<file path="src/rtl/seg7_pkg.sv">
// seg7_pkg: scan state type, blank pattern and hex glyph table shared by the scan controller.
package seg7_pkg;

    localparam logic [0:6] SEG_BLANK = 7'b1111111;

    typedef enum logic {GAP, SHOW} scan_state_t;

    // Active-low segments a..g for 0-9, A, b, C, d, E, F
    localparam logic [0:6] GLYPH [16] = '{
        7'b0000001, 7'b1001111, 7'b0010010, 7'b0000110,
        7'b1001100, 7'b0100100, 7'b0100000, 7'b0001111,
        7'b0000000, 7'b0000100, 7'b0001000, 7'b1100000,
        7'b0110001, 7'b1000010, 7'b0110000, 7'b0111000
    };

endpackage

</file>
<file path="src/rtl/seg7_scan_ctrl_if.sv">
// seg7_scan_ctrl_if: producer-side load handshake and display controls for the scan controller.
interface seg7_scan_ctrl_if #(parameter int N_DIGITS = 4);

    logic [4*N_DIGITS-1:0] value_in;
    logic [N_DIGITS-1:0]   dp_in;
    logic [N_DIGITS-1:0]   digit_en;
    logic                  lz_en;
    logic                  load;
    logic                  pending;
    logic                  frame_done;

    modport master (
        output value_in, dp_in, digit_en, lz_en, load,
        input  pending, frame_done
    );

    modport slave (
        input  value_in, dp_in, digit_en, lz_en, load,
        output pending, frame_done
    );

endinterface

</file>
<file path="src/rtl/hex_seg_lut.sv">
// hex_seg_lut: nibble to active-low 7-segment glyph, forced dark when blank.
module hex_seg_lut import seg7_pkg::*; (
    input  logic [3:0] nibble,
    input  logic       blank,
    output logic [0:6] seg
);

    assign seg = blank ? SEG_BLANK : GLYPH[nibble];

endmodule

</file>
<file path="src/rtl/seg7_scan_ctrl.sv">
// seg7_scan_ctrl: time-multiplexed N-digit common-anode scan with tear-free frame-boundary updates.
module seg7_scan_ctrl import seg7_pkg::*; #(
    parameter int N_DIGITS  = 4,
    parameter int PRESCALE  = 50000,
    parameter int GHOST_CYC = 2
) (
    input  logic                clk,
    input  logic                rst,
    seg7_scan_ctrl_if.slave     bus,
    output logic [N_DIGITS-1:0] an,
    output logic [0:6]          seg,
    output logic                dp
);

    localparam int PW = $clog2(PRESCALE);
    localparam int IW = (N_DIGITS > 1) ? $clog2(N_DIGITS) : 1;
    localparam int VW = 4 * N_DIGITS;

    logic [PW-1:0]       pcnt;
    logic [IW-1:0]       idx;
    scan_state_t         state, state_n;
    logic [VW-1:0]       active, pend_val;
    logic [N_DIGITS-1:0] act_dp, pend_dp, an_n;
    logic                pend, slot_end, frame_end, zero_hi, blank;
    logic [0:6]          lut_seg;

    assign slot_end       = pcnt == PW'(PRESCALE - 1);
    assign frame_end      = slot_end && idx == IW'(N_DIGITS - 1);
    assign bus.pending    = pend;
    assign bus.frame_done = frame_end;

    always_ff @(posedge clk) begin
        if (rst)
            state <= GAP;
        else
            state <= state_n;
    end

    // Anode for the coming cycle is taken from the next state so it lines up with the FSM
    always_comb begin
        state_n = state;
        an_n    = '1;
        state_n = (state == GAP) ? ((pcnt == PW'(GHOST_CYC - 1)) ? SHOW : GAP)
                                 : (slot_end ? GAP : SHOW);
        an_n    = (state_n == SHOW) ? ~(N_DIGITS'(1) << idx) : '1;
    end

    // Digit i is leading-zero blank when it and every higher nibble are zero; digit 0 never is
    assign zero_hi = (active >> {idx, 2'b00}) == '0;
    assign blank   = !bus.digit_en[idx] || (bus.lz_en && idx != '0 && zero_hi);

    hex_seg_lut u_lut (
        .nibble (active[{idx, 2'b00} +: 4]),
        .blank  (blank),
        .seg    (lut_seg)
    );

    always_ff @(posedge clk) begin
        if (rst) begin
            pcnt     <= '0;
            idx      <= '0;
            active   <= '0;
            act_dp   <= '0;
            pend_val <= '0;
            pend_dp  <= '0;
            pend     <= 1'b0;
            an       <= '1;
            seg      <= SEG_BLANK;
            dp       <= 1'b1;
        end else begin
            pcnt <= slot_end ? '0 : pcnt + 1'b1;
            if (slot_end)
                idx <= frame_end ? '0 : idx + 1'b1;
            if (frame_end && pend) begin
                active <= pend_val;
                act_dp <= pend_dp;
            end
            if (bus.load) begin
                pend_val <= bus.value_in;
                pend_dp  <= bus.dp_in;
            end
            pend <= bus.load || (pend && !frame_end);
            an   <= an_n;
            seg  <= lut_seg;
            dp   <= blank || !act_dp[idx];
        end
    end

endmodule

</file>
<file path="src/flat_wrapper.sv">
// flat-port wrapper written by rule: the top's interface ports become plain ports
module seg7_scan_ctrl_flat import seg7_pkg::*;
#(
    parameter int N_DIGITS  = 4,
    parameter int PRESCALE  = 50000,
    parameter int GHOST_CYC = 2
)
  (clk, rst, an, seg, dp, bus_value_in, bus_dp_in, bus_digit_en, bus_lz_en, bus_load, bus_pending, bus_frame_done);
  seg7_scan_ctrl_if #(.N_DIGITS(N_DIGITS)) bus_i ();
  input  logic clk;
  input  logic rst;
  output logic [N_DIGITS-1:0] an;
  output logic [0:6] seg;
  output logic dp;
  input wire logic [$bits(bus_i.value_in)-1:0] bus_value_in;
  input wire logic [$bits(bus_i.dp_in)-1:0] bus_dp_in;
  input wire logic [$bits(bus_i.digit_en)-1:0] bus_digit_en;
  input wire logic [$bits(bus_i.lz_en)-1:0] bus_lz_en;
  input wire logic [$bits(bus_i.load)-1:0] bus_load;
  output wire logic [$bits(bus_i.pending)-1:0] bus_pending;
  output wire logic [$bits(bus_i.frame_done)-1:0] bus_frame_done;
  assign bus_i.value_in = bus_value_in;
  assign bus_i.dp_in = bus_dp_in;
  assign bus_i.digit_en = bus_digit_en;
  assign bus_i.lz_en = bus_lz_en;
  assign bus_i.load = bus_load;
  assign bus_pending = bus_i.pending;
  assign bus_frame_done = bus_i.frame_done;
  seg7_scan_ctrl #(.N_DIGITS(N_DIGITS), .PRESCALE(PRESCALE), .GHOST_CYC(GHOST_CYC)) u_core (.clk(clk), .rst(rst), .bus(bus_i), .an(an), .seg(seg), .dp(dp));
endmodule
</file>
<file path="config.mk">
export PLATFORM = sky130hd
export DESIGN_NAME = seg7_scan_ctrl_flat
export DESIGN_NICKNAME = d
export VERILOG_FILES = /design/src/rtl/seg7_pkg.sv /design/src/rtl/seg7_scan_ctrl_if.sv /design/src/rtl/hex_seg_lut.sv /design/src/rtl/seg7_scan_ctrl.sv /design/src/flat_wrapper.sv
export SDC_FILE = /design/constraint.sdc
export NUM_CORES = 1
export LEC_CHECK = 0
export CAP_MARGIN = 15
export CORE_MARGIN = 3
export CORE_UTILIZATION = 45
export DETAILED_ROUTE_END_ITERATION = 10
export MAX_ROUTING_LAYER = met4
export PLACE_DENSITY_LB_ADDON = 0.15
export SLEW_MARGIN = 20
export SYNTH_ARGS = -nofsm -noshare
export SYNTH_HDL_FRONTEND = slang
export SYNTH_SLANG_ARGS = --single-unit
</file>
<file path="constraint.sdc">
create_clock -name clk -period 2.2 [get_ports clk]
set_input_delay 0.44 -clock clk [delete_from_list [all_inputs] [get_ports clk]]
set_output_delay 0.44 -clock clk [all_outputs]
set_load 0.1 [all_outputs]
</file>
==> flow_summary.toml <==
[run_status]
status = "complete, but fails checks"
failed_checks = "negative setup slack"

[yosys]
syn_nets = 389
synth-seq-cells = 72
yosysSeqAreaShare_pct = 43.7
synth_top_area_share_pct = 43.7
synth.cells.most_frequent = "72 x dfxtp_1, 39 x nor2_1, 28 x nand4_1"
syn-cell-area_um2 = 3300
syn_area_per_cell_um2 = 9.42
synth_edf_count = 0
yosysMostFrequentCell = "dfxtp_1"
synth.distinct_cells = 43
netlist_instances = 350
netlist_top_cells_area = "dfxtp_1 44%, mux2i_1 7.0%, nand4_1 5.3%, o31ai_1 5.0%, nor2_1 4.4%"
synth_top_area_cell = "dfxtp_1"
ys.flop_type = "dfxtp_1"
async_flop_share_pct = 0
ys_warn_count = 0

[sta]
grt_setup_unrepaired = "yes"
min_period_over_period_pct = 102
slew_violations = 0
hold_violations = 0
fin_crit_ns = 2.25
skew_ns = 0.00704
finalSetupViolCount = 1
timing.final.ws_setup_ns = -0.0526
finalSetupTns_ns = -0.0526
fmax_mhz = 444
slew_headroom_pct = 66.7
worst_pin_slew_ns = 0.498

[die]
rows = 30
start_util_pct = 47.5
die_w_um = 91.6
die_h_um = 91.6
design.die.area_um2 = 8390
ios = 42
core_area_um2 = 6940

[place]
placed_area_um2 = 3870
dp_slack_ns = 0.0300
gp_congestion = 0.907
placedCellCount = 479
io_buffers = 41
hpwlAfterDp_mm = 5.06

[setup_path]
crit_path_start_kind = "register"
rrSetupSlack_ns = 0.18
endpoint_kind = "output port"
crit_arrival_ns = 1.81
crit_path_max_fanout = 5
critPathKind = "register to output port"
cp_data_required_time_ns = 1.76

[pwr]
ir_drop_v = 0.000375
p_per_area_nw_per_um2 = 710
power_mw = 2.99
p_sw_share_pct = 22.0
leakagePower_nw = 1.54
power_frac_seq_pct = 45.7
p_comb_share_pct = 7.8
clock_power_share_pct = 46.5
p_int_mw = 2.33
netSwitchingPower_mw = 0.657

[job]
cap_viol_max_count = 0

[clock_network]
cts_hold_buf = 0
cts_tree = "yes"
max-clock-path-buffers = 2
htree_levels = 3
clk_pin_slew_worst_paths_ns = 0.07
numCtsBuffers = 9
cts.sinks = 72
clkLatencyLatePin_ns = 0.35
cts-root-buf = "clkbuf_8"

[detailed_routing]
wl_per_cell_um = 15.0
vias_per_cell = 5.37
num_vias = 2671
totalWireLength_mm = 7.47
drc = 0
antenna_left = 0
drt_iter0_markers = 76
drt_pass1_iterations = 4

[global_route]
grt_pass1_wl_mm = 12.8
grt_usage_pct = 19.8
antenna_found_initial = 0
grt_max_degree = 25
grt_overflow = 0
grt_pass1_vias = 2577

[finish]
drive_gt1_share_pct = 20.4
multi_input_area_um2 = 1750
final_cells = 497
fin_area_um2 = 4210
seq_area_um2 = 1460
syn2layout_area_growth_pct = 27.5
num-fill-cells = 607
nets = 435
num_antenna_cells = 0

[hold_path]
hp-class = "register to register"
-- routing by layer --
layer	GRT usage (%)	wire, um
met1	26.5	3680
met4	10.3	184
met3	3.45	267
met5	-	0
met2	28.6	3330
-- final timing paths --
| path | cells past startpoint | start | end |
|---|---|---|---|
| hold reg to reg | 2 | u_core.pend_dp[1] | u_core.act_dp[1] |
| setup reg to reg | 7 | u_core.idx[0] | u_core.seg[2] |
| setup / recovery | 5 | u_core.pcnt[1] | bus_frame_done |
| hold / removal | 2 | u_core.pend_dp[1] | u_core.act_dp[1] |
-- registers in the layout, indices dropped and copies added, names as in the netlist --
register,count
u_core.pend_dp,4
u_core.idx,2
u_core.active,16
u_core.state,1
u_core.pcnt,16
u_core.pend_val,16
u_core.act_dp,4
u_core.dp,1
u_core.seg,7
u_core.bus.pending,1
u_core.an,4
-- power by group through the flow --
stage	combinational (mW)	clock, mW	sequential (mW)
finish	0.233	1.39	1.37
CTS	0.235	1.42	1.37
floorplan	0.0770	0	1.46
detailed placement	0.233	0	1.39
global placement	0.229	0	1.39
global route	0.252	1.48	1.37
-- repair_timing --
action                     CTS  global route
pin swaps                    2             0
gates resized for setup      6            10
setup buffers                0             2
setup endpoints to repair    1             9
-- kinds of logic (layout without fill, tap and decap cells) --
group	count (synthesis)	after routing	synth area share, %
xor+xnor	13	13	3.45
mux	31	31	11.8
fa+ha+maj	11	11	4.17
buf+inv	41	92	4.93
compound gates	65	65	12.4
simple gates	117	117	19.5
flops	72	72	43.7
-- worst max-delay path, stage by stage (launching register included) --
cell,delay (ns)
dfxtp_4,0.38
ha_4,0.15
nand3_4,0.09
or4_4,0.54
nor2_4,0.12
buf_12,0.18
-- final cells by class --
type / instances / share of cell area [%]
clock buffers: 10 / 3.27
clock inverters: 6 / 3.09
inverters: 13 / 1.16
multi-input cells: 237 / 41.6
flip-flops and latches: 72 / 34.6
well taps: 96 / 2.86
repair buffers: 63 / 13.4
-- stage by stage --
stage / hold WS [ns] / util (%)
final: 0.470 / 60.6
after detailed placement: 0.464 / 55.8
after global routing: 0.501 / 60.6
after global placement: 0.457 / 55.8
after floorplan: 0.441 / -
after CTS: 0.474 / 59.9
-- cells in the final DEF, fill, tap and decap left out, drive strengths merged, types with 3 or more instances in the layout --
master / n
o31ai: 22
mux4: 6
nand3: 9
and2: 3
nor4: 7
nand2: 10
o21ai: 8
clkbuf: 10
mux2i: 23
ha: 11
xnor2: 8
clkdlybuf4s50: 27
buf: 36
o2111ai: 3
or3: 3
xor2: 5
a21oi: 26
nor2: 39
bufinv: 4
nor3: 7
nand4: 29
inv: 13
dfxtp: 72
No activity file was read; power rests on OpenSTA's default activity.
